==> config.mk <==
export PLATFORM = sky130hd
export DESIGN_NAME = led_pattern_ctrl
export DESIGN_NICKNAME = d
export VERILOG_FILES = /design/src/rtl/led_pattern_ctrl.sv
export SDC_FILE = /design/constraint.sdc
export NUM_CORES = 1
export LEC_CHECK = 0
export BUFFER_PORTS_ARGS = -buffer_cell sky130_fd_sc_hd__buf_2
export CAP_MARGIN = 20
export CORE_AREA = 2 2 63 110
export CTS_CLUSTER_DIAMETER = 150
export DETAILED_ROUTE_END_ITERATION = 8
export DIE_AREA = 0 0 65 112
export GPL_ROUTABILITY_DRIVEN = 0
export PLACE_DENSITY = 0.83
export SYNTH_ARGS = -nofsm -noshare
export SYNTH_HDL_FRONTEND = slang
export SYNTH_SLANG_ARGS = --single-unit
==> constraint.sdc <==
create_clock -name clk -period 2.82 [get_ports clk]
set_input_delay 0.141 -clock clk [delete_from_list [all_inputs] [get_ports clk]]
set_output_delay 0.141 -clock clk [all_outputs]
set_load 0.02 [all_outputs]
==> src/rtl/led_pattern_ctrl.sv <==
// LED sequencer: synchronises and debounces the DIP pins, then drives the LED bank
// in PASS, CHASE, BLINK or COUNT mode, paced by a programmable tick prescaler.
module led_pattern_ctrl #(
    parameter int unsigned DEBOUNCE_CYC = 250000,
    parameter int unsigned TICK_DIV     = 12500000
) (
    input  logic       clk,
    input  logic       rst_n,
    input  logic [7:0] dip,
    input  logic [1:0] mode,
    output logic [7:0] led,
    output logic       tick
);

    localparam int unsigned DB_W = (DEBOUNCE_CYC > 2) ? $clog2(DEBOUNCE_CYC) : 1;
    localparam int unsigned TK_W = $clog2(TICK_DIV);
    localparam logic [DB_W-1:0] DB_LAST = DB_W'(DEBOUNCE_CYC - 2);
    localparam logic [TK_W-1:0] TK_LAST = TK_W'(TICK_DIV - 1);

    typedef enum logic [1:0] {
        MODE_PASS  = 2'b00,
        MODE_CHASE = 2'b01,
        MODE_BLINK = 2'b10,
        MODE_COUNT = 2'b11
    } mode_e;

    logic [7:0]      dip_s1, ds, ds_prev, dip_q;
    logic [1:0]      mode_s1, ms;
    logic [DB_W-1:0] db_cnt;
    logic [TK_W-1:0] presc;
    mode_e           mode_r;
    mode_e           ms_mode;
    logic            wrap;

    assign ms_mode = mode_e'(ms);
    assign wrap    = (presc == TK_LAST);

    // Two-flop synchronisers for the asynchronous pins
    always_ff @(posedge clk or negedge rst_n) begin
        if (!rst_n) begin
            dip_s1  <= 8'h00;
            ds      <= 8'h00;
            mode_s1 <= 2'b00;
            ms      <= 2'b00;
        end else begin
            dip_s1  <= dip;
            ds      <= dip_s1;
            mode_s1 <= mode;
            ms      <= mode_s1;
        end
    end

    // Debounce: dip_q follows ds only after an unbroken run of identical samples.
    // The compare against DEBOUNCE_CYC-2 lands the update on the edge the run completes.
    always_ff @(posedge clk or negedge rst_n) begin
        if (!rst_n) begin
            ds_prev <= 8'h00;
            db_cnt  <= '0;
            dip_q   <= 8'h00;
        end else begin
            ds_prev <= ds;
            if ((ds != ds_prev) || (ds == dip_q)) begin
                db_cnt <= '0;
            end else if (db_cnt == DB_LAST) begin
                dip_q  <= ds;
                db_cnt <= '0;
            end else begin
                db_cnt <= db_cnt + DB_W'(1);
            end
        end
    end

    // Mode FSM, prescaler and LED pattern; a mode change overrides any coincident tick action
    always_ff @(posedge clk or negedge rst_n) begin
        if (!rst_n) begin
            mode_r <= MODE_PASS;
            presc  <= '0;
            led    <= 8'h00;
            tick   <= 1'b0;
        end else begin
            tick <= wrap;
            if (ms_mode != mode_r) begin
                mode_r <= ms_mode;
                presc  <= '0;
                case (ms_mode)
                    MODE_CHASE: led <= 8'h01;
                    MODE_COUNT: led <= 8'h00;
                    default:    led <= dip_q;
                endcase
            end else begin
                presc <= wrap ? '0 : presc + TK_W'(1);
                case (mode_r)
                    MODE_PASS:  led <= dip_q;
                    MODE_CHASE: if (wrap) led <= {led[6:0], led[7]};
                    MODE_BLINK: if (wrap) led <= (led == 8'h00) ? dip_q : 8'h00;
                    MODE_COUNT: if (wrap) led <= led + 8'd1;
                    default:    led <= led;
                endcase
            end
        end
    end

endmodule

==> summary.txt, run 1 <==
Critical path
  • Arr. time, crit path: 2.34 ns
  • Worst setup SP type: flop
  • Crit-path max FO: 17
  • Worst r2r src: mode_r[1]$_DFFE_PN0N_
  • Crit path launch: mode_r[1]$_DFFE_PN0N_
  • WS Path Type: reg -> reg
  • Worst Path Required: 3.05 ns
  • Flop-to-flop setup slack: 0.71 ns
  • Crit path capture type: flop

Placement
  • Placed cell area: 4250 um2
  • DP HPWL: approximately 5300 um
  • IO Port Bufs: 20
  • Dpl cells: 477

STA
  • Fin crit share: 74.7%
  • Fin. Hold Viols: 0
  • RSZ-0062 raised after global routing: no
  • Max Clock Freq: 475 MHz
  • Max Slew Vio Count: 0
  • Setup violations, final: 0
  • Relative slew slack: 50.8%
  • TNS Setup: 0 ns
  • Tmin final: 2.11 ns
  • Tightest Pin Transition: 0.735 ns
  • Clock skew: 0.00588 ns

Power and ir drop
  • Combinational cell fraction of total power: roughly 6.3%
  • Internal: 2.17 mW
  • PD cells: roughly 600 nW/um2
  • Switching Share: 22.2%
  • Design Power: 2.79 mW
  • Switch Pwr: 0.621 mW
  • VDD IR max: 537 uV
  • Flop pwr share: 48.5%
  • Clock share of power: 45.3%
  • Leakage: about 2 nW

Yosys
  • Netlist cell types: 49
  • #FFs+latches synth: 89
  • Syn nets: between 400 and 500
  • Top-count cell post-synth: dfrtp_1
  • Area leader, netlist: dfrtp_1
  • Top_reg_cell synth: dfrtp_1
  • Synth top cells by count: 89 x dfrtp_1, 59 x nor2_1, 30 x xnor2_1
  • Ranking of synthesized cells by area: dfrtp_1 54%, xnor2_1 6.4%, xor2_1 6.0%, nor2_1 5.4%, nand2_1 2.5%
  • Yosys warnings: 0
  • Syn Inst Count: 386
  • Avg Cell Area, Syn: 10.6 um2
  • Post-synth design cell area: 4090 um2
  • Top cell type's share of synthesized area: 54.5%
  • Ys async rst share: 100%
  • Register area share after synthesis: 54.5%
  • Post-synth EDFFs: 0

GRT
  • Met2 Use GR: about 45%
  • Global-route wire length before repair: 14,400 um
  • Largest net degree at the start of global routing: 48
  • Initial antenna violation count: 0
  • GR Layer Usage met3: 4.55%
  • Global route overflow: 0
  • GR Util met1: 30.9%
  • Most used routing layer: met2
  • GRT Total Usage: 25.6%
  • Vias in the first global route: just over 3,000

Floorplan
  • Die W: 65 um
  • Chip Height: 112 um
  • Ports: 21
  • Initial Util: 64.0%
  • Row count: 39
  • Die area: 7280 um2
  • Area of the core: 6390 um2

Layout
  • # nets final: around 430
  • Post-Layout Cell Count: 503
  • Final Instance Area: roughly 4700 um2
  • Synthesis-to-layout area growth: 14.4%
  • Number of fill cells: 427
  • Layout cells sized above 1: between 10% and 20%
  • Diodes inserted: 0
  • Final core occ: around three quarters

Clock network
  • Post-CTS setup buffer count: 0
  • CTS tree: built
  • Clk_lat worst skew: 0.34 ns
  • Hold-fix buffers, CTS: 11
  • CTS Buf Count: 9
  • Max Root-Sink Buffers: 2
  • Sink Count: 89
  • CTS Root Cell: clkbuf_16
  • Clk slew on worst S/H paths: 0.06 ns
  • Post-CTS Resized: 0
  • H-Tree Depth: 3

Detailed routing
  • Residual DRC: 0
  • Initial DRC count: 234
  • Antenna-violating nets left: 0
  • Via count: 2,958
  • Pre-Repair DR Iteration Count: 4
  • Total Wirelength: 8130 um
  • Wirelength per Cell: 16.2 um
  • Vias/cell: roughly 5.9

Min path
  • HP Class: in -> async

Flow run
  • Maxcap violations: 0

Status
  • Status: completed
==> layout by cell type (no fill, tap or decap), types with 9 or more instances in the layout <==
cell / count
buf_2: 19
clkbuf_16: 9
dfrtp_1: 89
dlygate4sd3_1: 11
inv_1: 12
nand2_1: 27
nand3_1: 15
nand4_1: 13
nor2_1: 59
xnor2_1: 30
xor2_1: 28
==> worst max-delay path, cell delays in order (launching register included) <==
cell and delay, ns:
dfrtp_1 0.70, and2_1 0.27, a22oi_1 0.13, a31oi_2 0.62, a311oi_1 0.09, a21o_1 0.18
==> stage by stage <==
step           setup slack (ns)  hold slack [ns]
6_report                  0.713            0.348
5_1_grt                   0.575            0.352
4_1_cts                   0.760            0.349
3_5_place_dp              0.796            0.181
3_3_place_gp              0.878            0.181
2_1_floorplan              1.10           -0.155
==> flip-flops by register name (all words and copies together), names as in the netlist <==
signal	flops
ds_prev	8
mode_r	2
presc	24
ds	8
led	8
mode_s1	2
db_cnt	18
ms	2
dip_s1	8
tick	1
dip_q	8
==> power groups by stage <==
stage          clock network, mW  logic, mW  registers, mW
3_5_place_dp                   0      0.162           1.38
5_1_grt                     1.33      0.198           1.36
2_1_floorplan                  0     0.0962           1.37
6_report                    1.26      0.175           1.35
3_3_place_gp                   0      0.156           1.37
4_1_cts                     1.28      0.176           1.35
==> kinds of logic (layout without fill, tap and decap cells) <==
logic type | Yosys count | after routing | synth area share [%]
multiplexers | 9 | 9 | 2.45
AO/OA/AOI/OAI | 43 | 43 | 7.19
XOR/XNOR | 58 | 58 | 12.4
adder cells (fa/ha/maj) | 5 | 5 | 1.53
AND/OR/NAND/NOR | 155 | 155 | 19.1
flip-flops | 89 | 89 | 54.5
buffers and inverters | 27 | 62 | 2.81
==> layer usage <==
metal  vias up  part of all wire (%)
li1       1381                     -
met1      1497                    38
met2        63                    56
met3        17                   3.0
met4         0                   2.4
met5         -                     0
==> worst paths after layout <==
path,endpoint,cells after the start
max,led[5]$_DFFE_PN0P_,5
min,db_cnt[5]$_DFF_PN0_,2
max reg2reg,led[5]$_DFFE_PN0P_,5
min reg2reg,ds[6]$_DFF_PN0_,0
max in group asynchronous,dip_s1[3]$_DFF_PN0_,3
min in group clk,ds[6]$_DFF_PN0_,0
==> cell type report <==
| class | count | area [um2] | area share [%] |
|---|---|---|---|
| clock buffer | 10 | 239 | 5.11 |
| clock inverter | 5 | 80.1 | 1.71 |
| inverter | 13 | 48.8 | 1.04 |
| multi-input combinational | 270 | 1750 | 37.3 |
| sequential | 89 | 2230 | 47.6 |
| tap | 82 | 103 | 2.19 |
| timing repair buffer | 34 | 235 | 5.03 |
(Power assumes the default switching activity.)
==> run 2: changes to the inputs <==
==> config.mk (replaced) <==
export PLATFORM = sky130hd
export DESIGN_NAME = led_pattern_ctrl
export DESIGN_NICKNAME = d
export VERILOG_FILES = /design/src/rtl/led_pattern_ctrl.sv
export SDC_FILE = /design/constraint.sdc
export NUM_CORES = 1
export LEC_CHECK = 0
export ABC_AREA = 1
export BUFFER_PORTS_ARGS = -buffer_cell sky130_fd_sc_hd__buf_2
export CAP_MARGIN = 20
export CORE_AREA = 2 2 73 127
export CTS_CLUSTER_DIAMETER = 150
export DETAILED_ROUTE_END_ITERATION = 8
export DIE_AREA = 0 0 75 129
export GPL_ROUTABILITY_DRIVEN = 0
export PLACE_DENSITY = 0.75
export SYNTH_ARGS = -nofsm -noshare
export SYNTH_HDL_FRONTEND = slang
export SYNTH_SLANG_ARGS = --single-unit
==> constraint.sdc (replaced) <==
create_clock -name clk -period 1.78 [get_ports clk]
set_input_delay 0.089 -clock clk [delete_from_list [all_inputs] [get_ports clk]]
set_output_delay 0.089 -clock clk [all_outputs]
set_load 0.02 [all_outputs]
==> summary.txt, run 2 <==
Layout
  • Post-Layout Cell Count: 759 (+51%)
  • Diodes inserted: 0 (unchanged)
  • Synthesis-to-layout area growth: 14.4% (about the same)
  • # nets final: 654 (+51%)
  • Max reg flops: 24 (unchanged)
  • Commonest cells after routing, fill and taps aside: 146 x nand2_1, 93 x nor2_1, 89 x dfrtp_1
  • Area taken by multi-input logic gates: 2130 um2 (+22%)
  • FF/Latch Area: 2230 um2 (unchanged)
  • Number of fill cells: 738 (+73%)
  • Commonest non-fill, non-tap cell in the layout: nand2_1
  • Final core occ: 62.5% (-11 points)
  • Top reg by flops: presc
  • Biggest regs: presc (24), db_cnt (18)
  • Layout cells sized above 1: 14.8% (+2.2 points)

Critical path
  • Crit-path max FO: 12 (-5)
  • Crit path capture type: flop
  • Worst setup SP type: flop
  • WS Path Type: reg -> reg
  • Worst Path Required: 2.07 ns (-0.98 ns)
  • Arr. time, crit path: 1.94 ns (-0.40 ns)

Clock network
  • Sink Count: 89 (unchanged)
  • Clk_lat worst skew: 0.35 ns (about the same)
  • CTS Root Cell: clkbuf_16
  • CTS Buf Count: 9 (unchanged)
  • H-Tree Depth: 3 (unchanged)
  • Post-CTS setup buffer count: 0 (unchanged)
  • Max Root-Sink Buffers: 2 (unchanged)
  • CTS tree: built
  • Clk slew on worst S/H paths: 0.07 ns (about the same)

Yosys
  • Area leader, netlist: dfrtp_1
  • Top-count cell post-synth: nand2_1
  • Post-synth EDFFs: 0 (unchanged)
  • Post-synthesis xor/xnor area fraction: 3.54% (-8.9 points)
  • Post-synth design cell area: 4710 um2 (+15%)
  • Ranking of synthesized cells by area: dfrtp_1 47%, nand2_1 12%, nor2_1 7.4%, inv_1 5.8%, nand3_1 4.0%
  • Synth Area in Simple Gates: 35.0% (+16 points)
  • Synth top cells by count: 146 x nand2_1, 93 x nor2_1, 89 x dfrtp_1
  • Top_reg_cell synth: dfrtp_1
  • Syn Inst Count: 595 (+54%)
  • Netlist cell types: 38 (-22%)
  • Top cell type's share of synthesized area: 47.3% (-7.2 points)
  • Yosys warnings: 0 (unchanged)
  • Largest family of logic cells by synthesized area: simple AND/OR/NAND/NOR gates
  • Ys async rst share: 100% (unchanged)
  • Mux contribution to synthesized area: 0% (-2.4 points)
  • #FFs+latches synth: 89 (unchanged)
  • Synth Area in Adders: 1.33% (-0.20 points)
  • Synth Area in Compound Gates: 5.18% (-2.0 points)
  • Avg Cell Area, Syn: 7.91 um2 (-25%)
  • Register area share after synthesis: 47.3% (-7.2 points)
  • Syn nets: 612 (+52%)

Power and ir drop
  • Design Power: 4.40 mW (+57%)
  • Leakage: 2.51 nW (+25%)
  • VDD IR max: 567 uV (+5.6%)
  • PD cells: 816 nW/um2 (+37%)

Floorplan
  • Area of the core: 8610 um2 (+35%)
  • Ports: 21 (unchanged)
  • Row count: 45 (+15%)
  • Die area: 9680 um2 (+33%)
  • Initial Util: 54.6% (-9.3 points)
  • Chip Height: 129 um (+15%)
  • Die W: 75 um (+15%)

Detailed routing
  • Antenna-violating nets left: 0 (unchanged)
  • Initial DRC count: 245 (+4.7%)
  • Pre-Repair DR Iteration Count: 6 (+2)
  • Total Wirelength: 10,300 um (+26%)
  • Wirelength per Cell: 13.5 um (-16%)
  • Via count: 3,963 (+34%)
  • Vias/cell: 5.22 (-11%)
  • Residual DRC: 0 (unchanged)

STA
  • Clock skew: 0.00733 ns (+0.00144 ns)
  • Setup violations, final: 0 (unchanged)
  • RSZ-0062 raised after global routing: yes
  • Max Clock Freq: 607 MHz (+28%)
  • Fin crit share: 92.6% (+18 points)
  • Relative slew slack: 69.7% (+19 points)
  • Fin. Hold Viols: 0 (unchanged)
  • TNS Setup: 0 ns (unchanged)
  • Max Slew Vio Count: 0 (unchanged)
  • Tmin final: 1.65 ns (-0.459 ns)
  • Tightest Pin Transition: 0.455 ns (-0.280 ns)

GRT
  • GRT Total Usage: 23.6% (-2.0 points)
  • Vias in the first global route: 3,931 (+29%)
  • Global route overflow: 0 (unchanged)
  • Global-route wire length before repair: 17,600 um (+23%)
  • Largest net degree at the start of global routing: 40 (-17%)
  • Initial antenna violation count: 0 (unchanged)

Placement
  • IO Port Bufs: 20 (unchanged)
  • Dpl cells: 732 (+53%)
  • DP HPWL: 7590 um (+43%)

Min path
  • HP Class: in -> async

Flow run
  • Maxcap violations: 0 (unchanged)

Status
  • Status: completed
run 2: final timing paths:
kind | start | to | slack [ns] | cells after the start
worst max-delay path | db_cnt[0]$_DFF_PN0_ | dip_q[1]$_DFFE_PN0P_ | 0.13 | 9
worst min-delay path | rst_n | mode_r[0]$_DFFE_PN0N_ | 0.24 | 2
worst max register to register | db_cnt[0]$_DFF_PN0_ | dip_q[1]$_DFFE_PN0P_ | 0.13 | 9
worst min register to register | dip_s1[4]$_DFF_PN0_ | ds[4]$_DFF_PN0_ | 0.35 | 0
max in group asynchronous | rst_n | dip_q[3]$_DFFE_PN0P_ | 0.95 | 3
min in group clk | dip_s1[4]$_DFF_PN0_ | ds[4]$_DFF_PN0_ | 0.35 | 0
run 2: per-stage QoR:
step	setup WS (ns)	hold slack, ns	cell area (um2)
finish	0.132	0.239	5390
global route	-0.0238	0.280	5390
CTS	0.0921	0.253	5380
detailed placement	0.110	0.0731	4970
global placement	0.141	0.0715	4970
floorplan	0.329	-0.207	4710
run 2: layout make-up:
type	count	share of cell area (%)
clock buffer	9	4.18
clock inverter	7	1.37
inverter	82	5.72
multi-input combinational	417	39.5
sequential	89	41.4
tap	117	2.72
timing repair buffer	38	5.16
run 2: cells by family after synthesis:
kind of cell	count (synthesis)
compound gates	42
xor+xnor	19
fa+ha+maj	5
buf+inv	89
flops	89
simple gates	351
run 2: worst max-delay path, cell delays in order, from the launching register on:
cell     delay, ns
dfrtp_1       0.41
inv_1         0.12
ha_1          0.15
and3_1        0.17
nand4_2       0.13
inv_2         0.09
nand3_2       0.22
inv_2         0.18
nand2_1       0.07
nand2_1       0.05
run 2: routing by layer:
metal,share of wire [%],track usage (%),vias up
met3,2.9,4.15,38
met2,53,41.1,84
met5,0,0,-
met4,4.2,11.8,0
li1,-,-,1964
met1,40,27.1,1877
run 2: report_power, final:
| group | leakage (nW) | internal [mW] | total [mW] | switching, mW |
|---|---|---|---|---|
| Combinational | 1.19 | 0.139 | 0.381 | 0.242 |
| Sequential | 1.17 | 2.08 | 2.16 | 0.0752 |
| Clock | 0.147 | 0.989 | 1.86 | 0.869 |
| Total | 2.51 | 3.21 | 4.40 | 1.19 |
run 2: repair_timing:
item / in CTS / in global routing
endpoints found under the hold margin: 42 / 0
hold buffers: 11 / 0
setup endpoints to repair: 0 / 10
resized for setup: 0 / 3
==> run 3: changes to the inputs <==
--- a/config.mk
+++ b/config.mk
@@ -13,7 +13,7 @@
 export DETAILED_ROUTE_END_ITERATION = 8
 export DIE_AREA = 0 0 75 129
 export GPL_ROUTABILITY_DRIVEN = 0
-export PLACE_DENSITY = 0.75
+export PLACE_DENSITY = 0.78
 export SYNTH_ARGS = -nofsm -noshare
 export SYNTH_HDL_FRONTEND = slang
 export SYNTH_SLANG_ARGS = --single-unit
==> summary.txt, run 3 (synthesis results as in run 2) <==
Flow run
  • Maxcap violations: 0 (unchanged)

Clock network
  • Clk slew on worst S/H paths: 0.07 ns (about the same)
  • CTS Root Cell: clkbuf_16
  • CTS Buf Count: 9 (unchanged)
  • Clk_lat worst skew: 0.35 ns (about the same)
  • CTS tree: built
  • Sink Count: 89 (unchanged)
  • Max Root-Sink Buffers: 2 (unchanged)
  • H-Tree Depth: 3 (unchanged)

Min path
  • HP Class: in -> async

Power and ir drop
  • Combinational cell fraction of total power: 9.1% (+0.4 points)
  • Flop pwr share: 49.1% (about the same)
  • Leakage: 2.52 nW (+0.48%)
  • Internal: 3.22 mW (+0.18%)
  • Switch Pwr: 1.17 mW (-1.4%)
  • Design Power: 4.39 mW (-0.24%)
  • VDD IR max: 652 uV (+15%)
  • PD cells: 811 nW/um2 (-0.70%)
  • Switching Share: 26.7% (-0.31 points)
  • Clock share of power: 41.7% (-0.6 points)

STA
  • Fin. Hold Viols: 0 (unchanged)
  • Tmin final: 1.71 ns (+0.0588 ns)
  • Relative slew slack: 67.3% (-2.4 points)
  • Max Slew Vio Count: 0 (unchanged)
  • Worst Setup Slack, final: 0.0733 ns (-0.0588 ns)
  • Max Clock Freq: 586 MHz (-3.4%)
  • RSZ-0062 raised after global routing: yes
  • Fin crit share: 95.9% (+3.3 points)
  • Setup violations, final: 0 (unchanged)
  • Tightest Pin Transition: 0.491 ns (+0.0357 ns)
  • Clock skew: 0.00561 ns (-0.00172 ns)

Critical path
  • Worst Path Required: 2.06 ns (about the same)
  • Critical-path cell list: xor2_1 -> nor2_1 -> nand2_1 -> nor2_2 -> nand3_2 -> inv_1 -> nand2_1 -> nand2_1
  • Crit-path max FO: 12 (unchanged)
  • WS Path Type: reg -> reg
  • Slowest stage delay, CP: 0.44 ns (+0.03 ns)
  • Worst setup SP type: flop
  • Worst path slowest cell: dfrtp_1
  • Critical Path Most Common Cell: nand2_1
  • Arr. time, crit path: 1.99 ns (+0.05 ns)
  • Largest delay share family, worst path: simple AND/OR/NAND/NOR gates
  • CP Buf/Inv Count: 1 (-2)
  • Crit path capture type: flop

Detailed routing
  • Vias/cell: 5.28 (+1.2%)
  • Wirelength per Cell: 13.8 um (+2.0%)
  • Antenna-violating nets left: 0 (unchanged)
  • Pre-Repair DR Iteration Count: 6 (unchanged)
  • Residual DRC: 0 (unchanged)
  • Via count: 4,025 (+1.6%)
  • Total Wirelength: 10,500 um (+2.4%)
  • Initial DRC count: 208 (-15%)

Layout
  • Top reg by flops: presc
  • Post-Layout Cell Count: 762 (+0.40%)
  • # nets final: 657 (+0.46%)
  • Number of fill cells: 740 (+0.27%)
  • Synthesis-to-layout area growth: 14.9%
  • Commonest cells after routing, fill and taps aside: 146 x nand2_1, 92 x nor2_1, 88 x dfrtp_1
  • FF/Latch Area: 2230 um2 (about the same)
  • Layout cells sized above 1: 15.2% (+0.40 points)
  • Commonest non-fill, non-tap cell in the layout: nand2_1
  • Area taken by multi-input logic gates: 2130 um2 (+0.12%)
  • Max reg flops: 24 (unchanged)
  • Diodes inserted: 0 (unchanged)
  • Final core occ: 62.8% (+0.29 points)
  • Biggest regs: presc (24), db_cnt (18)

GRT
  • Largest net degree at the start of global routing: 39 (-2.5%)
  • Global-route wire length before repair: 18,000 um (+2.3%)
  • Global route overflow: 0 (unchanged)
  • GRT Total Usage: 24.5% (+0.86 points)
  • Initial antenna violation count: 0 (unchanged)
  • Vias in the first global route: 4,093 (+4.1%)

Floorplan
  • Chip Height: 129 um (unchanged)
  • Ports: 21 (unchanged)
  • Row count: 45 (unchanged)
  • Area of the core: 8610 um2 (unchanged)
  • Die W: 75 um (unchanged)
  • Initial Util: 54.6% (unchanged)
  • Die area: 9680 um2 (unchanged)

Placement
  • Dpl cells: 735 (+0.41%)
  • DP HPWL: 7820 um (+3.0%)
  • IO Port Bufs: 20 (unchanged)
  • Dpl ws: -0.0660 ns (-0.176 ns)

Status
  • Status: completed
run 3: cell types whose count changed in the layout (fill, tap and decap cells not counted):
cell / delta
clkinvlp_4: +1
o21ai_0: -1
buf_4: +3
nor2_2: +1
o21ai_1: +1
dfrtp_1: -1
inv_1: +2
inv_2: -2
clkinv_4: -1
nor2_1: -1
dfrtp_2: +1
run 3: power by group through the flow:
stage	logic, mW	registers (mW)	clock network, mW
6_report	0.401	2.15	1.83
5_1_grt	0.455	2.16	1.94
4_1_cts	0.402	2.15	1.86
3_5_place_dp	0.380	2.19	0
3_3_place_gp	0.371	2.18	0
2_1_floorplan	0.207	2.20	0
run 3: timing repair:
item | 4_1_cts | 5_1_grt
gates resized for setup | 2 | 2
endpoints found under the hold margin | 46 | 0
buffers inserted | 0 | 0
hold buffers | 11 | 0
cloned | 0 | 0
endpoints found under the setup margin | 1 | 9
run 3: final timing paths:
path                                             end  cells after the start  slack (ns)            startpoint
worst max-delay path            dip_q[5]$_DFFE_PN0P_                      8        0.07       ds[2]$_DFF_PN0_
worst min-delay path             presc[19]$_DFF_PN0_                      2        0.25                 rst_n
worst max register to register  dip_q[5]$_DFFE_PN0P_                      8        0.07       ds[2]$_DFF_PN0_
worst min register to register       ms[0]$_DFF_PN0_                      0        0.35  mode_s1[0]$_DFF_PN0_
max in group asynchronous        db_cnt[3]$_DFF_PN0_                      3        0.92                 rst_n
min in group clk                     ms[0]$_DFF_PN0_                      0        0.35  mode_s1[0]$_DFF_PN0_
run 3: area by class of cell:
type                            count  area share (%)
Timing Repair Buffer               41            5.55
Inverter                           82            5.69
Clock inverter                      7            1.34
Clock buffer                        9            4.16
Sequential cell                    89            41.2
Tap cell                          117            2.71
Multi-Input combinational cell    417            39.4
run 3: metrics by stage:
step / setup TNS [ns] / hold WS [ns] / instance area, um2
global route: -0.317 / 0.314 / 5410
finish: 0 / 0.255 / 5410
global placement: 0 / 0.0877 / 4990
floorplan: 0 / -0.207 / 4710
detailed placement: -0.0660 / 0.100 / 4990
CTS: 0 / 0.275 / 5400
run 3: layer usage:
metal  up-vias  track usage [%]  share of wire [%]
li1       1979                -                  -
met1      1915             26.3                 38
met2        96             43.1                 55
met3        35             4.31                2.8
met4         0             14.7                3.7
met5         -                0                  0
